File: config.mk
export PLATFORM = sky130hd
export DESIGN_NAME = pid_lock_sequencer
export DESIGN_NICKNAME = d
export VERILOG_FILES = /design/src/rtl/pid_seq_pkg.sv /design/src/rtl/ramp_trig_gen.sv /design/src/rtl/pid_lock_sequencer.sv
export SDC_FILE = /design/constraint.sdc
export NUM_CORES = 1
export LEC_CHECK = 0
export BUFFER_PORTS_ARGS = -buffer_cell sky130_fd_sc_hd__buf_2
export CORE_ASPECT_RATIO = 1.25
export CORE_UTILIZATION = 50
export CTS_CLUSTER_DIAMETER = 80
export DETAILED_ROUTE_END_ITERATION = 8
export PLACE_DENSITY = 0.81
export SLEW_MARGIN = 20
export SYNTH_ARGS = -nofsm -noshare
export SYNTH_HDL_FRONTEND = slang
export SYNTH_HIERARCHICAL = 1
export SYNTH_SLANG_ARGS = --single-unit
export TNS_END_PERCENT = 10
File: constraint.sdc
create_clock -name clk -period 7 [get_ports clk]
set_input_delay 1.4 -clock clk [delete_from_list [all_inputs] [get_ports clk]]
set_output_delay 1.4 -clock clk [all_outputs]
set_load 0.005 [all_outputs]
File: src/rtl/pid_seq_pkg.sv
// Shared state encoding and default widths for the PID lock sequencer.
package pid_seq_pkg;

    localparam int unsigned DefaultErrW = 14;
    localparam int unsigned DefaultCntW = 16;

    typedef enum logic [1:0] {
        StIdle    = 2'd0,
        StAcquire = 2'd1,
        StLocked  = 2'd2,
        StFault   = 2'd3
    } state_e;

endpackage

File: src/rtl/ramp_trig_gen.sv
// Ramp falling-edge detector and the one-cycle-delayed PID update strobe.
module ramp_trig_gen (
    input  logic clk,
    input  logic rst_i,
    input  logic ramp_i,
    output logic edge_o,
    output logic trigger_o
);

    logic ramp_q;
    logic trig_q;

    // ramp_q clears on reset so a low ramp right after reset is not an edge
    always_ff @(posedge clk) begin
        if (rst_i) begin
            ramp_q <= 1'b0;
            trig_q <= 1'b0;
        end else begin
            ramp_q <= ramp_i;
            trig_q <= edge_o;
        end
    end

    assign edge_o    = ramp_q & ~ramp_i;
    assign trigger_o = trig_q;

endmodule

File: src/rtl/pid_lock_sequencer.sv
// Lock acquisition sequencer: shadows setpoint/gains into the PID datapath once per ramp
// period and tracks acquire/lock/loss from the captured loop error.
module pid_lock_sequencer
    import pid_seq_pkg::*;
#(
    parameter int unsigned ERR_W = DefaultErrW,
    parameter int unsigned CNT_W = DefaultCntW
) (
    input  logic             clk,
    input  logic             rst_i,
    input  logic             ramp_i,
    input  logic [ERR_W-1:0] err_i,
    input  logic             err_valid_i,
    input  logic             enable_i,
    input  logic             relock_en_i,
    input  logic [ERR_W-1:0] cfg_sp_i,
    input  logic [ERR_W-1:0] cfg_kp_i,
    input  logic [ERR_W-1:0] cfg_ki_i,
    input  logic [ERR_W-1:0] cfg_kd_i,
    input  logic [ERR_W-1:0] cfg_thr_i,
    input  logic [CNT_W-1:0] cfg_settle_i,
    input  logic [CNT_W-1:0] cfg_loss_i,
    output logic [ERR_W-1:0] set_sp_o,
    output logic [ERR_W-1:0] set_kp_o,
    output logic [ERR_W-1:0] set_ki_o,
    output logic [ERR_W-1:0] set_kd_o,
    output logic             trigger_enable_o,
    output logic             int_rst_o,
    output logic [1:0]       state_o,
    output logic             locked_o,
    output logic [CNT_W-1:0] loss_cnt_o
);

    logic ramp_edge;

    ramp_trig_gen u_trig (
        .clk       (clk),
        .rst_i     (rst_i),
        .ramp_i    (ramp_i),
        .edge_o    (ramp_edge),
        .trigger_o (trigger_enable_o)
    );

    state_e           state_q, state_d;
    logic [ERR_W-1:0] err_q;
    logic [ERR_W:0]   err_ext, err_abs;
    logic             in_thr;
    logic [CNT_W-1:0] settle_q, settle_d, loss_run_q, loss_run_d, loss_cnt_q, loss_cnt_d;
    logic [CNT_W-1:0] settle_tgt, loss_tgt;
    logic [ERR_W-1:0] sp_q, sp_d, kp_q, kp_d, ki_q, ki_d, kd_q, kd_d;
    logic             int_rst_q, int_rst_d;

    // One extra bit so the most negative error has a representable magnitude
    always_comb begin
        err_ext = {err_q[ERR_W-1], err_q};
        err_abs = err_ext[ERR_W] ? -err_ext : err_ext;
        in_thr  = (err_abs <= {1'b0, cfg_thr_i});
    end

    assign settle_tgt = (cfg_settle_i == '0) ? CNT_W'(1) : cfg_settle_i;
    assign loss_tgt   = (cfg_loss_i == '0) ? CNT_W'(1) : cfg_loss_i;

    always_comb begin
        state_d    = state_q;
        settle_d   = settle_q;
        loss_run_d = loss_run_q;
        loss_cnt_d = loss_cnt_q;
        unique case (state_q)
            StIdle: begin
                if (ramp_edge && enable_i) state_d = StAcquire;
            end
            StAcquire: begin
                if (!enable_i) begin
                    state_d = StIdle;
                end else if (ramp_edge) begin
                    if (in_thr) begin
                        settle_d = settle_q + CNT_W'(1);
                        if (settle_d >= settle_tgt) state_d = StLocked;
                    end else begin
                        settle_d = '0;
                    end
                end
            end
            StLocked: begin
                if (!enable_i) begin
                    state_d = StIdle;
                end else if (ramp_edge) begin
                    if (!in_thr) begin
                        loss_run_d = loss_run_q + CNT_W'(1);
                        if (loss_run_d >= loss_tgt) begin
                            if (loss_cnt_q != '1) loss_cnt_d = loss_cnt_q + CNT_W'(1);
                            state_d = relock_en_i ? StAcquire : StFault;
                        end
                    end else begin
                        loss_run_d = '0;
                    end
                end
            end
            StFault: begin
                if (!enable_i) state_d = StIdle;
            end
            default: state_d = StIdle;
        endcase
        if (state_d != state_q) begin
            settle_d   = '0;
            loss_run_d = '0;
        end
    end

    // Gains follow cfg only at edges while active; the entry strobe into ACQUIRE keeps int_rst
    always_comb begin
        sp_d      = ramp_edge ? cfg_sp_i : sp_q;
        kp_d      = kp_q;
        ki_d      = ki_q;
        kd_d      = kd_q;
        int_rst_d = int_rst_q;
        if (!(state_d == StAcquire || state_d == StLocked)) begin
            kp_d      = '0;
            ki_d      = '0;
            kd_d      = '0;
            int_rst_d = 1'b1;
        end else if (ramp_edge) begin
            kp_d      = cfg_kp_i;
            ki_d      = cfg_ki_i;
            kd_d      = cfg_kd_i;
            int_rst_d = (state_d == StAcquire) && (state_q != StAcquire);
        end
    end

    always_ff @(posedge clk) begin
        if (rst_i) begin
            state_q    <= StIdle;
            err_q      <= '0;
            settle_q   <= '0;
            loss_run_q <= '0;
            loss_cnt_q <= '0;
            sp_q       <= '0;
            kp_q       <= '0;
            ki_q       <= '0;
            kd_q       <= '0;
            int_rst_q  <= 1'b1;
        end else begin
            state_q    <= state_d;
            if (err_valid_i) err_q <= err_i;
            settle_q   <= settle_d;
            loss_run_q <= loss_run_d;
            loss_cnt_q <= loss_cnt_d;
            sp_q       <= sp_d;
            kp_q       <= kp_d;
            ki_q       <= ki_d;
            kd_q       <= kd_d;
            int_rst_q  <= int_rst_d;
        end
    end

    assign set_sp_o   = sp_q;
    assign set_kp_o   = kp_q;
    assign set_ki_o   = ki_q;
    assign set_kd_o   = kd_q;
    assign int_rst_o  = int_rst_q;
    assign state_o    = state_q;
    assign locked_o   = (state_q == StLocked);
    assign loss_cnt_o = loss_cnt_q;

endmodule

==> impl_metrics.csv <==
group,metric,value,unit
clock_network,cts_tree,"done",
placed_design,placement.io_buffers,198,
detailed_routing,drt-wirelength-per-cell,15.1,um
clock_network,post-cts-setup-buffers,0,
clock_network,cts_resized,0,
worst_hold_path,hold_depth,2,
synthesis,postSynthAreaPerCell,8.98,sq um
synthesis,syn_area,7100,sq um
timing,post-route-min-period,5.17,ns
timing,maxSlewViolCount,0,
layout,antennaDiodeCount,0,
synthesis,ys_ff_latch,123,
timing,fin_tns_setup,0,ns
synthesis,synth_edf_count,0,
timing,worst_slew_pin_slew,1.14,ns
detailed_routing,drt_iter0_drc,195,
detailed_routing,ant_nets,0,
setup_path,worstPathArrival,5.41,ns
setup_path,ff2ff_path_depth,14,
timing,rsz0062_at_grt,"no",
timing,finalSetupViolations,0,
timing,finalHoldViolCount,0,
detailed_routing,wl_met2,8.81,mm
placed_design,gp_congestion,0.806,
die,dieArea,14700,sq um
setup_path,critPathSlowestCell,"or3_2",
die,fp-row-count,48,
setup_path,end_kind,"register",
synthesis,synth_common_cells,"dfxtp_1, mux2i_1, nor2_1",
clock_network,cts_root_buf,"clkbuf_16",
global_route,grt_pass1_wl,28.1,mm
setup_path,cp_cell_sequence,"ha_1 > nand3_1 > nor4_1 > and3_1 > nand3_1 > xnor2_1 > ha_1 > o21ai_0 > nor2_1 > a2111o_1 > a311o_1 > a31oi_1 > or3_2 > a211oi_1",
setup_path,crit_buf_inv,0,
detailed_routing,dr_wl_met3,1.11,mm
die,die_x,109,um
die,fp.coreArea,13800,sq um
placed_design,dpl.hpwl,12.8,mm
worst_hold_path,hold_end,"loss_run_q[10]$_SDFFE_PP0P_",
status,outcome,"finished, final reports clean",
detailed_routing,post-route-drc-count,0,
layout,drive_gt1_share,29.2,%
pwr,p_leak,3.85,nW
detailed_routing,drt-vias-per-instance,5.53,
timing,fmax,193,MHz
synthesis,synth.area.top_cells,"dfxtp_1, mux2i_1, ha_1",
pwr,pwr-share-comb,9.8,%
detailed_routing,highest_layer,"met4",
detailed_routing,routed_wl,17.5,mm
die,io_pins,199,
synthesis,ys_seq_area_share,34.7,%
synthesis,ys.warnings.count,6,
layout,nNetsFinal,1144,
synthesis,synth_top_cell_by_area,"dfxtp_1",
setup_path,critPathMaxFanout,42,
setup_path,required,7.24,ns
worst_hold_path,min_path_type,"reg -> reg",
clock_network,path_clk_slew,0.05,ns
setup_path,cp_top_family,"simple AND/OR/NAND/NOR gates",
setup_path,reg2reg_to,"set_ki_o[13]$_SDFFE_PP0P_",
timing,slew_headroom,23.8,%
detailed_routing,firstDrtPassIters,4,
layout,fin_util,63.5,%
setup_path,path_depth,14,
global_route,grt_antenna_before_repair,0,
timing,post-route-period-util,73.9,%
pwr,power_density,200,nW/um^2
pwr,p_sw_share,24.7,%
clock_network,cts_max_level,4,
worst_hold_path,min-delay-start,"loss_run_q[10]$_SDFFE_PP0P_",
pwr,max-vdd-ir-drop,0.142,mV
global_route,grt_usage,24.3,%
clock_network,clock-sinks,123,
synthesis,synth.distinct_cells,58,
setup_path,critical-path-max-stage-delay,0.99,ns
synthesis,async_reset_ff_share,0,%
pwr,switching_power,0.433,mW
clock_network,clk_latency,0.42,ns
timing,clock_skew,0.00839,ns
pwr,p_int,1.32,mW
die,start_util,51.4,%
clock_network,cts_buffers,17,
layout,area_growth,23.5,%
setup_path,rr_startpoint,"settle_q[0]$_SDFFE_PP0P_",
clock_network,clockBufferDepth,2,
detailed_routing,vias,6418,
synthesis,ys.flop_type,"dfxtp_1",
pwr,seqPwrFrac,41.0,%
global_route,grt_max_degree,62,
global_route,grt-ovfl-total,0,
clock_network,hold_buffers,0,
die,die_h,135,um
setup_path,path_class,"reg -> reg",
pwr,pwr-share-clk,49.2,%
detailed_routing,drt-met1-wl,7.14,mm
synthesis,synth.most_common_cell,"dfxtp_1",
setup_path,start_kind,"register",
job,maxCapViolCount,0,
global_route,grt_pass1_vias,6161,
synthesis,synthCells,791,
synthesis,synth_top_cell_area_share,34.7,%
setup_path,r2r_slack,1.83,ns
synthesis,synth_nets,963,
==> registers in the layout, summed over array words and instances (netlist names) <==
register,flops
set_ki_o,14
set_kp_o,14
loss_run_q,16
settle_q,16
set_sp_o,14
loss_cnt_o,16
set_kd_o,14
state_o,2
int_rst_o,1
u_trig/trigger_o,1
err_q,14
u_trig/ramp_q,1
==> cell families (layout without fill, tap and decap cells) <==
logic type,count (synthesis),in the layout,synth area share (%)
xor+xnor,43,43,5.30
simple gates,238,238,17.0
flops,123,123,34.7
fa+ha+maj,50,50,8.81
compound gates,167,167,18.4
mux,72,72,10.2
buf+inv,98,292,5.71
==> per-stage QoR <==
stage / instances / hold WS, ns / instance area [sq um] / total power [mW] / setup WS (ns)
3_5_place_dp: 1128 / 0.477 / 8190 / 0.905 / 1.91
3_3_place_gp: 1128 / 0.467 / 8190 / 0.901 / 2.06
4_1_cts: 1160 / 0.490 / 8770 / 1.76 / 1.89
5_1_grt: 1160 / 0.512 / 8770 / 1.82 / 1.48
2_1_floorplan: 791 / 0.452 / 7100 / 0.838 / 2.98
6_report: 1160 / 0.487 / 8770 / 1.75 / 1.83
==> per-layer routing <==
layer  vias to the layer above  global-route usage, %
met4                         0                   9.53
met5                         -                      0
li1                       3228                      -
met3                        36                   7.60
met1                      2969                   27.0
met2                       185                   42.7
==> worst max path at each step <==
stage / startpoint / end / slack, ns
finish: settle_q[0]$_SDFFE_PP0P_ / set_ki_o[13]$_SDFFE_PP0P_ / 1.83
CTS: settle_q[0]$_SDFFE_PP0P_ / set_ki_o[13]$_SDFFE_PP0P_ / 1.89
global route: settle_q[0]$_SDFFE_PP0P_ / set_ki_o[7]$_SDFFE_PP0P_ / 1.48
detailed placement: settle_q[0]$_SDFFE_PP0P_ / set_ki_o[13]$_SDFFE_PP0P_ / 1.91
global placement: cfg_loss_i[8] / set_ki_o[13]$_SDFFE_PP0P_ / 2.06
floorplan: cfg_loss_i[8] / set_kd_o[0]$_SDFFE_PP0P_ / 2.98
==> power by group through the flow <==
stage	sequential [mW]	clock [mW]	combinational [mW]
after floorplan	0.731	0	0.107
after global placement	0.733	0	0.168
after detailed placement	0.733	0	0.173
after CTS	0.718	0.873	0.174
after global routing	0.719	0.906	0.191
final	0.718	0.861	0.172
==> cell type report <==
class / count / area [sq um]
Inverter: 57 / 214
Fill cell: 1188 / 5040
Timing Repair Buffer: 203 / 1030
Sequential cell: 123 / 2460
Clock buffer: 18 / 439
Clock inverter: 14 / 146
Multi-Input combinational cell: 570 / 4260
Tap cell: 175 / 219
==> cell usage in the layout, fill, tap and decap left out, drive strengths merged, types with 24 or more instances in the layout <==
cell type | netlist | routed
buf | 14 | 203
dfxtp | 123 | 123
nor2 | 71 | 71
mux2i | 71 | 71
inv | 56 | 58
ha | 50 | 50
a21oi | 46 | 46
nand2 | 45 | 45
a211oi | 45 | 45
nand3 | 32 | 32
o21ai | 29 | 29
xnor2 | 24 | 24
==> tightest hold or removal path, stage by stage (launching register included) <==
cell and delay, ns:
dfxtp_1 0.33, nand2_1 0.06, a21oi_1 0.05
Note: power is estimated with default switching activity, not from simulation.
